--- config.mk ---
export PLATFORM = sky130hd
export DESIGN_NAME = reg_write_trace
export DESIGN_NICKNAME = d
export VERILOG_FILES = /design/src/rtl/reg_trace_pkg.sv /design/src/rtl/sync_fifo.sv /design/src/rtl/reg_write_trace.sv
export SDC_FILE = /design/constraint.sdc
export NUM_CORES = 1
export LEC_CHECK = 0
export BUFFER_PORTS_ARGS = -buffer_cell sky130_fd_sc_hd__buf_2
export CAP_MARGIN = 20
export CORE_AREA = 4 4 181 218
export DETAILED_ROUTE_END_ITERATION = 8
export DIE_AREA = 0 0 185 222
export PLACE_DENSITY_LB_ADDON = 0.1
export SYNTH_ARGS = -nofsm -noshare
export SYNTH_HDL_FRONTEND = slang
export SYNTH_SLANG_ARGS = --single-unit
--- constraint.sdc ---
create_clock -name clk -period 6.71 [get_ports clk]
set_input_delay 1.342 -clock clk [delete_from_list [all_inputs] [get_ports clk]]
set_output_delay 1.342 -clock clk [all_outputs]
set_load 0.02 [all_outputs]
--- src/rtl/reg_trace_pkg.sv ---
// Shared constants and entry-layout helpers for the register write tracer.
// Entry layout (MSB..LSB): {addr, data, ts}.
package reg_trace_pkg;

    // Default geometry of the open_risc_v register file and trace entry
    localparam int ADDR_W_DEF = 5;
    localparam int DATA_W_DEF = 32;
    localparam int TS_W_DEF   = 16;

    // Default watch set: x27, x28, x29
    localparam logic [31:0] WATCH_MASK_DEF = 32'h3800_0000;

    // Hard-wired zero register, never traced
    localparam int X0_IDX = 0;

    // Total packed entry width: ENTRY_W = ADDR_W + DATA_W + TS_W
    function automatic int entry_width(input int addr_w, input int data_w, input int ts_w);
        return addr_w + data_w + ts_w;
    endfunction

    // Bit offset of the timestamp field inside an entry
    function automatic int ts_lsb();
        return 0;
    endfunction

    // Bit offset of the data field inside an entry
    function automatic int data_lsb(input int ts_w);
        return ts_w;
    endfunction

    // Bit offset of the register index field inside an entry
    function automatic int addr_lsb(input int data_w, input int ts_w);
        return data_w + ts_w;
    endfunction

endpackage

--- src/rtl/sync_fifo.sv ---
// Single-clock show-ahead FIFO with a registered head and a level counter.
// The head register is loaded on the edge that makes an entry the oldest one,
// so data pushed into an empty FIFO appears on head_data one cycle later.
module sync_fifo #(
    parameter int WIDTH = 8,
    parameter int DEPTH = 8
) (
    input  logic                     clk,
    input  logic                     rst_n,
    input  logic                     srst,
    input  logic                     push,
    input  logic [WIDTH-1:0]         push_data,
    input  logic                     pop,
    output logic                     head_valid,
    output logic [WIDTH-1:0]         head_data,
    output logic [$clog2(DEPTH):0]   level,
    output logic                     full,
    output logic                     empty
);

    localparam int PTR_W = $clog2(DEPTH);
    localparam int LVL_W = PTR_W + 1;

    logic [WIDTH-1:0] mem_r [DEPTH];
    logic [PTR_W-1:0] wr_ptr_r;
    logic [PTR_W-1:0] rd_ptr_r;
    logic [PTR_W-1:0] rd_ptr_inc_s;
    logic [LVL_W-1:0] level_r;
    logic [LVL_W-1:0] level_nxt_s;
    logic [WIDTH-1:0] head_r;
    logic [WIDTH-1:0] head_nxt_s;
    logic             valid_r;
    logic             full_s;
    logic             push_ok_s;
    logic             pop_ok_s;

    // Handshake qualification: pop only a present entry, push when room or popping
    always_comb begin
        full_s       = (level_r == LVL_W'(DEPTH));
        pop_ok_s     = pop & valid_r;
        push_ok_s    = push & (~full_s | pop_ok_s);
        rd_ptr_inc_s = rd_ptr_r + PTR_W'(1);
    end

    // Next occupancy and next head entry
    always_comb begin
        level_nxt_s = level_r;
        head_nxt_s  = head_r;
        case ({push_ok_s, pop_ok_s})
            2'b10:   level_nxt_s = level_r + LVL_W'(1);
            2'b01:   level_nxt_s = level_r - LVL_W'(1);
            default: level_nxt_s = level_r;
        endcase
        if (push_ok_s && (level_nxt_s == LVL_W'(1))) begin
            // Pushed word becomes the only entry (empty, or last one leaving)
            head_nxt_s = push_data;
        end else if (pop_ok_s && (level_nxt_s != LVL_W'(0))) begin
            head_nxt_s = mem_r[rd_ptr_inc_s];
        end else if (pop_ok_s) begin
            head_nxt_s = '0;
        end else begin
            head_nxt_s = head_r;
        end
    end

    // Storage array write; contents are meaningless until pointed at
    always_ff @(posedge clk) begin
        if (push_ok_s) begin
            mem_r[wr_ptr_r] <= push_data;
        end
    end

    // Pointers, level counter and registered head
    always_ff @(posedge clk or negedge rst_n) begin
        if (!rst_n) begin
            wr_ptr_r <= '0;
            rd_ptr_r <= '0;
            level_r  <= '0;
            head_r   <= '0;
            valid_r  <= 1'b0;
        end else if (srst) begin
            wr_ptr_r <= '0;
            rd_ptr_r <= '0;
            level_r  <= '0;
            head_r   <= '0;
            valid_r  <= 1'b0;
        end else begin
            if (push_ok_s) begin
                wr_ptr_r <= wr_ptr_r + PTR_W'(1);
            end
            if (pop_ok_s) begin
                rd_ptr_r <= rd_ptr_inc_s;
            end
            level_r <= level_nxt_s;
            head_r  <= head_nxt_s;
            valid_r <= (level_nxt_s != LVL_W'(0));
        end
    end

    assign head_valid = valid_r;
    assign head_data  = head_r;
    assign level      = level_r;
    assign full       = full_s;
    assign empty      = ~valid_r;

endmodule

--- src/rtl/reg_write_trace.sv ---
// Register-file write tracer: taps the regfile write port, timestamps writes
// to watched registers and streams them out through a FIFO.
// Optional build macro REG_TRACE_CHANGE_ONLY_EN: keep a shadow copy of the
// register file and only trace writes that change a register's value.
module reg_write_trace
    import reg_trace_pkg::*;
#(
    parameter int                        ADDR_W     = ADDR_W_DEF,
    parameter int                        DATA_W     = DATA_W_DEF,
    parameter int                        DEPTH      = 8,
    parameter int                        TS_W       = TS_W_DEF,
    parameter logic [(2**ADDR_W)-1:0]    WATCH_MASK = WATCH_MASK_DEF,
    parameter int                        DROP_W     = 8
) (
    input  logic                       clk,
    input  logic                       rst,
    input  logic                       trace_en,
    input  logic                       wr_en,
    input  logic [ADDR_W-1:0]          wr_addr,
    input  logic [DATA_W-1:0]          wr_data,
    output logic                       trace_valid,
    input  logic                       trace_ready,
    output logic [ADDR_W-1:0]          trace_addr,
    output logic [DATA_W-1:0]          trace_data,
    output logic [TS_W-1:0]            trace_ts,
    output logic [$clog2(DEPTH):0]     fifo_level,
    output logic [DROP_W-1:0]          drop_cnt
);

    localparam int                ENT_W  = entry_width(ADDR_W, DATA_W, TS_W);
    localparam int                TS_LO  = ts_lsb();
    localparam int                DAT_LO = data_lsb(TS_W);
    localparam int                ADR_LO = addr_lsb(DATA_W, TS_W);
    localparam logic [ADDR_W-1:0] X0_A   = ADDR_W'(X0_IDX);

    logic [TS_W-1:0]   ts_r;
    logic [DROP_W-1:0] drop_r;
    logic              watched_s;
    logic              changed_s;
    logic              capture_s;
    logic              drop_s;
    logic              push_s;
    logic              pop_s;
    logic              fifo_full_s;
    logic              fifo_empty_s;
    logic [ENT_W-1:0]  entry_s;
    logic [ENT_W-1:0]  head_s;

`ifdef REG_TRACE_CHANGE_ONLY_EN
    localparam int NREG = 2**ADDR_W;
    logic [DATA_W-1:0] shadow_r [NREG];

    // Shadow register file follows every real write, traced or not
    always_ff @(posedge clk or negedge rst) begin
        if (!rst) begin
            for (int i = 0; i < NREG; i++) begin
                shadow_r[i] <= '0;
            end
        end else if (wr_en && (wr_addr != X0_A)) begin
            shadow_r[wr_addr] <= wr_data;
        end
    end

    // A write only counts if it changes the register's value
    always_comb begin
        changed_s = (wr_data != shadow_r[wr_addr]);
    end
`else
    // Every qualifying write counts
    always_comb begin
        changed_s = 1'b1;
    end
`endif

    // Capture qualifier, overflow decision and entry packing
    always_comb begin
        entry_s = '0;
        if (wr_addr != X0_A) begin
            watched_s = WATCH_MASK[wr_addr];
        end else begin
            watched_s = 1'b0;
        end
        capture_s = trace_en & wr_en & watched_s & changed_s;
        pop_s     = trace_ready & ~fifo_empty_s;
        drop_s    = capture_s & fifo_full_s & ~pop_s;
        push_s    = capture_s & ~drop_s;
        entry_s[TS_LO  +: TS_W]   = ts_r;
        entry_s[DAT_LO +: DATA_W] = wr_data;
        entry_s[ADR_LO +: ADDR_W] = wr_addr;
    end

    // Free-running timestamp, wraps silently
    always_ff @(posedge clk or negedge rst) begin
        if (!rst) begin
            ts_r <= '0;
        end else begin
            ts_r <= ts_r + TS_W'(1);
        end
    end

    // Saturating count of events lost to a full FIFO
    always_ff @(posedge clk or negedge rst) begin
        if (!rst) begin
            drop_r <= '0;
        end else if (drop_s && (drop_r != {DROP_W{1'b1}})) begin
            drop_r <= drop_r + DROP_W'(1);
        end else begin
            drop_r <= drop_r;
        end
    end

    sync_fifo #(
        .WIDTH (ENT_W),
        .DEPTH (DEPTH)
    ) u_fifo (
        .clk        (clk),
        .rst_n      (rst),
        .srst       (1'b0),
        .push       (push_s),
        .push_data  (entry_s),
        .pop        (pop_s),
        .head_valid (trace_valid),
        .head_data  (head_s),
        .level      (fifo_level),
        .full       (fifo_full_s),
        .empty      (fifo_empty_s)
    );

    assign trace_ts   = head_s[TS_LO  +: TS_W];
    assign trace_data = head_s[DAT_LO +: DATA_W];
    assign trace_addr = head_s[ADR_LO +: ADDR_W];
    assign drop_cnt   = drop_r;

endmodule
Word level (Yosys, flattened, before mapping)
Memory sizes are Yosys's and may differ from the RTL's.
Cells that the tools add are included.
Word-level totals
  memory bits (read-only): 32
  memories: 2
  bits in registers: 88
  output and inout bits: 66
  input port bits: 42
  word-level logic and storage cells: 47
  RAM bits: 424
Memory list
  u_fifo.mem_r: words 8, width 53, read ports 1, clocked after Yosys merged registers in 0, write ports 1, RTL line sync_fifo.sv:24  | logic [WIDTH-1:0] mem_r [DEPTH];
  (no name shown): words 32, width 1, read ports 1, clocked after Yosys merged registers in 0, write ports 0, RTL line reg_write_trace.sv:79  | watched_s = WATCH_MASK[wr_addr];
Cells by class
  mux-type cells: 8
  $lt $le $gt $ge: 1
  equality and inequality tests: 5
  bitwise logic cells: 12
  add/sub/neg operators: 6
  reduce and logical (&&, ||, !) cells: 6
Operator list (number)
  two-way mux 53 bit: 3
  adder 16 x 1 -> 16 bit, second input constant: 1
  adder 8 x 1 -> 8 bit, second input constant: 1
  bitwise AND 1 bit: 8
  != test 8 bit, second input constant: 1
  case mux 4 bit (2 select lines): 1
  adder 3 x 1 -> 3 bit, second input constant: 2
  less-than comparator 5 x 6 -> 1 bit, second input constant: 1
  nonzero test 5 bit: 1
  adder 4 x 1 -> 4 bit, second input constant: 1
  == test 4 x 1 -> 1 bit, second input constant: 1
  == test 4 bit, second input constant: 1
  two-way mux 1 bit: 4
  nonzero test 4 bit: 1
  subtractor 4 x 1 -> 4 bit, second input constant: 1
  logical AND 1 bit: 3
  inverter 1 bit: 3
  nonzero test 3 bit: 1
  == test 2 x 1 -> 1 bit, second input constant: 1
  == test 2 bit, second input constant: 1
  bitwise OR 1 bit: 1

Depth between registers and ports, before layout
  depth after elaboration: 15
  depth in mapped cells: 15
  gate-level depth less buffers: 13

Hierarchy
A second synthesis with hierarchy kept.
Second synthesis, totals
  cells, all modules: 1098
  area, all modules: 20551.0 sq um
Modules (own cells, without submodules)
  sync_fifo: cells each 1003, sequential area each 14333.7 sq um, times used 1, area each 19472.4 sq um
  reg_write_trace: cells each 95, sequential area each 600.6 sq um, times used 1, area each 1078.5 sq um

Worst setup path before layout
OpenSTA, ideal clock, no wires.
  path kind: input-to-reg
  start point: input port wr_addr[1]
  end point: memory u_fifo.mem_r[0][0] (netlist name) (enable)
  required time: 6114 ps
  cell stages on the path: 5
  setup time: 596 ps
  buffers on the path: 0
  slack: -1084 ps
  arrival time: 7198 ps
  cells stage by stage: nand2b_1 -> a21o_1 -> nor2_1 -> clkinv_1 -> nor4_1
Between the ends
  cells in the longest elaborated chain, start to end: 11
  elaborated cells between the ends (all ways): 12
  classes of those cells: 4 x mux; 6 x bitwise; 1 x reduce/logical; 1 x memory
Ends and longest elaborated chain
  from (decl): RTL line reg_write_trace.sv:19  | input logic [ADDR_W-1:0] wr_addr,
  memory (32 x 1 bit)
  two-way mux 1 bit (implied by the code): RTL line reg_write_trace.sv:79
  two-way mux 1 bit *: RTL line reg_write_trace.sv:78  | if (wr_addr != X0_A) begin
  bitwise AND 1 bit *: RTL line reg_write_trace.sv:83  | capture_s = trace_en & wr_en & watched_s & changed_s;
  bitwise AND 1 bit (2 in series): RTL line reg_write_trace.sv:85  | drop_s = capture_s & fifo_full_s & ~pop_s;
  inverter 1 bit: RTL line reg_write_trace.sv:86  | push_s = capture_s & ~drop_s;
  bitwise AND 1 bit *: RTL line reg_write_trace.sv:86
  bitwise AND 1 bit *: RTL line sync_fifo.sv:41  | push_ok_s = push & (~full_s | pop_ok_s);
  two-way mux 1 bit *: RTL line sync_fifo.sv:68  | if (push_ok_s) begin
  two-way mux 1 bit (implied by the code) *: RTL line sync_fifo.sv:69  | mem_r[wr_ptr_r] <= push_data;
  to (decl): RTL line sync_fifo.sv:24
Every way passes the cells marked *; elsewhere a longest branch is shown, timed or not. The select of a mux whose other input is x is not followed.

Worst setup path in the final report
  start point: input port wr_addr[4]
  end point: register u_fifo.head_r[30], in the netlist u_fifo.head_data[30]
Between the ends
  cells in the longest elaborated chain, start to end: 15
  elaborated cells between the ends (all ways): 20
  classes of those cells: 3 x eq/ne; 5 x mux; 6 x bitwise; 5 x reduce/logical; 1 x memory
Ends and longest elaborated chain
  memory (32 x 1 bit)
  two-way mux 1 bit (implied by the code): RTL line reg_write_trace.sv:79
  two-way mux 1 bit *: RTL line reg_write_trace.sv:78
  bitwise AND 1 bit *: RTL line reg_write_trace.sv:83
  bitwise AND 1 bit (2 in series): RTL line reg_write_trace.sv:85
  inverter 1 bit: RTL line reg_write_trace.sv:86
  bitwise AND 1 bit *: RTL line reg_write_trace.sv:86
  bitwise AND 1 bit *: RTL line sync_fifo.sv:41
  == test 2 x 1 -> 1 bit or == test 2 bit (tied branches): RTL line sync_fifo.sv:49  | case ({push_ok_s, pop_ok_s})
  case mux 4 bit (2 select lines): RTL line sync_fifo.sv:49
  nonzero test 4 bit: RTL line sync_fifo.sv:57  | end else if (pop_ok_s && (level_nxt_s != LVL_W'(0))) begin
  logical AND 1 bit: RTL line sync_fifo.sv:57
  two-way mux 53 bit: RTL line sync_fifo.sv:57
  two-way mux 53 bit: RTL line sync_fifo.sv:54  | if (push_ok_s && (level_nxt_s == LVL_W'(1))) begin
  to (signal assigned): RTL line sync_fifo.sv:95  | head_r <= head_nxt_s;
  to (decl): RTL line sync_fifo.sv:30  | logic [WIDTH-1:0] head_r;
Marked as above.
A chain may end at the register's enable or synchronous reset.

==> impl_metrics.env <==
export IMPL_status="finished clean"
export IMPL_slew_viol_final=0
export IMPL_wirelength_mm=42.13
export IMPL_dp_slack_ns=1.137
export IMPL_nFillCells=2695
export IMPL_clk_pin_slew_ns=0.06
export IMPL_hold_viol_final=0
export IMPL_leakage_nw=8.139
export IMPL_final_seq_area_um2=14940
export IMPL_ys_seq_elements=512
export IMPL_gr_total_overflow=0
export IMPL_synthTopCellsByCount="edfxtp_1 (424), mux4_2 (106), dfrtp_1 (88), nor2_1 (59), mux2i_1 (53)"
export IMPL_synthArstFlopShare_pct=17.19
export IMPL_cp_arrival_ns=5.22
export IMPL_synth_avg_cell_area_um2=20.24
export IMPL_die_y_um=222
export IMPL_design_area_um2=23130
export IMPL_layoutNonFillerInstCount=1660
export IMPL_routed_via_count=9854
export IMPL_cts_sinks=512
export IMPL_hpwl_mm=22.04
export IMPL_rows=78
export IMPL_viasPerCell=5.936
export IMPL_required_ns=7.18
export IMPL_synth_area_um2=20400
export IMPL_yosys_warnings=0
export IMPL_globalplace_congestion=0.7240
export IMPL_fin_nets=1187
export IMPL_wl_per_cell_um=25.38
export IMPL_cpPeakStageDelay_ns=0.66
export IMPL_antenna_left=0
export IMPL_rsz0062_at_grt="no"
export IMPL_synth_main_ff_cell="edfxtp_1"
export IMPL_synth_cell_type_count=45
export IMPL_synth_edf_count=424
export IMPL_drive_gt1_share_pct=36.64
export IMPL_fin_crit_ns=4.745
export IMPL_synth_area_leaders="edfxtp_1 (62%), mux4_2 (12%), dfrtp_1 (11%)"
export IMPL_cts_buffer_depth=3
export IMPL_drt_pass1_iterations=5
export IMPL_area_delta_synth_final_pct=13.37
export IMPL_synth_top_area_share_pct=62.42
export IMPL_critical_path_class="in -> reg"
export IMPL_cts_htree_levels=2
export IMPL_critPathBufInv=3
export IMPL_crit_chain="buf_2, nand4_1, a21o_1, nor2_1, clkinv_1, ha_1, xor2_1, ha_1, a21oi_1, mux2_4, mux2_4, nand4_2, buf_4, nor2_1, o22ai_2"
export IMPL_cap_violations=0
export IMPL_clk_latency_ns=0.56
export IMPL_worst_path_max_fanout=51
export IMPL_fin_ws_ns=1.965
export IMPL_cts_tree="done"
export IMPL_cts_root_buffer="clkbuf_16"
export IMPL_power_total_mw=9.722
export IMPL_cts_buffers=50
export IMPL_finish_utilization_pct=61.71
export IMPL_critPathCaptureType="flop"
export IMPL_postCtsResizedCells=0
export IMPL_finalSetupViolCount=0
export IMPL_drcViolationCount=0
export IMPL_min_path_type="reg -> reg"
export IMPL_cts_setup_buffers=0
export IMPL_drt_iter0_drc=647
export IMPL_io_pins=108
export IMPL_port_buffer_count=107
export IMPL_fin_setup_tns_ns=0
export IMPL_synth_top_cell_by_area="edfxtp_1"
export IMPL_dieWidth_um=185
export IMPL_grt_pass1_vias=10600
export IMPL_grt_pass1_wl_mm=65.11
export IMPL_dpl_instance_area_um2=21460
export IMPL_synth_cells=1008
export IMPL_finalCritPeriodShare_pct=70.72
export IMPL_tightestPinTransition_ns=0.9857
export IMPL_core_um2=37480
export IMPL_grt_total_usage_pct=21.00
export IMPL_hold_ws_ns=0.4900
export IMPL_cp_top_family="buffers and inverters"
export IMPL_power_density_nw_per_um2=420.4
export IMPL_dp_cells=1564
export IMPL_irDropWorstVdd_mv=0.5035
export IMPL_fmax_ghz=0.2107
export IMPL_yosysMostFrequentCell="edfxtp_1"
export IMPL_slew_limit_headroom_pct=34.13
export IMPL_die_area_um2=41070
export IMPL_start_kind="input pin"
export IMPL_multiInputGateArea_um2=5141
export IMPL_slowest_stage="buf_4"
export IMPL_antenna_found_initial=0
export IMPL_synth_nets=1057
export IMPL_grt_max_degree=57
export IMPL_skew_ns=0.01699
export IMPL_cts_hold_buf=0
export IMPL_ys_seq_area_share_pct=73.21
export IMPL_initial_utilization_pct=54.43
-- path summary, 6_finish.rpt --
check	from	slack, ns	cells past startpoint	endpoint
setup / recovery	wr_addr[4]	1.96	15	u_fifo.head_data[30]
hold / removal	drop_cnt[5]	0.49	1	drop_cnt[5]
setup reg to reg	u_fifo.level[1]	2.57	14	u_fifo.head_data[30]
hold reg to reg	drop_cnt[5]	0.49	1	drop_cnt[5]
max in group asynchronous	rst	4.64	2	u_fifo.rd_ptr_r[0]
min in group asynchronous	rst	0.84	1	ts_r[6]
-- flip-flops by register name, indices dropped and copies added, names as in the netlist --
signal             cells
drop_cnt               8
u_fifo.head_valid      1
ts_r                  16
u_fifo.level           4
u_fifo.rd_ptr_r        3
u_fifo.head_data      53
u_fifo.mem_r         424
u_fifo.wr_ptr_r        3
-- final cells by class --
class / count / area share, %
inverter: 5 / 0.08116
clock inverter: 30 / 1.077
timing repair buffer: 131 / 3.479
sequential: 512 / 64.59
antenna: 1 / 0.01082
tap: 480 / 2.597
multi-input combinational: 438 / 22.23
clock buffer: 63 / 5.930
-- kinds of logic (layout without fill, tap and decap cells) --
logic type | Yosys count | count (layout) | synth area share (%)
xor gates and xnor gates | 29 | 29 | 1.282
muxes | 162 | 162 | 14.51
adders and majority gates | 7 | 7 | 0.4293
buffers and inverters | 58 | 229 | 2.043
other | 0 | 1 | 0
DFF | 512 | 512 | 73.21
and+or+nand+nor | 129 | 129 | 2.957
AOI/OAI and AO/OA | 111 | 111 | 5.570
-- layout by cell type (no fill, tap or decap), types with 9 or more instances in the layout --
cell type  instances
mux2i_1           53
nor2_1            56
nand3_1            9
clkbuf_16         51
o22ai_2           49
mux4_2           106
a21oi_2           50
buf_4             18
clkinv_1          10
edfxtp_1         424
dfrtp_1           87
and3_1             9
buf_2            106
nand2_1           20
xor2_1            11
xnor2_1           17
-- worst register-to-register path: cells and delay by family (launching register included) --
kind                     cells  cell delay [ns]
buffers and inverters        2             1.03
AND/OR/NAND/NOR              5             0.84
multiplexers                 2             0.67
adder cells (fa/ha/maj)      2             0.57
flip-flops                   1             0.47
AO/OA/AOI/OAI                2             0.30
XOR/XNOR                     1             0.17
-- report_power, final --
group          internal (mW)  switching, mW  total [mW]
logic                   1.44           1.67        3.12
registers               3.65          0.239        3.89
clock network           1.57           1.15        2.72
-- layer usage --
metal  track usage [%]  up-vias  routed length (um)
li1                  -     4327                   -
met1             29.26     5258               17760
met2             35.90      220               21770
met3             3.134       49                1954
met4             4.145        0                 646
met5                 0        -                   0
No activity file was read; power rests on OpenSTA's default activity.
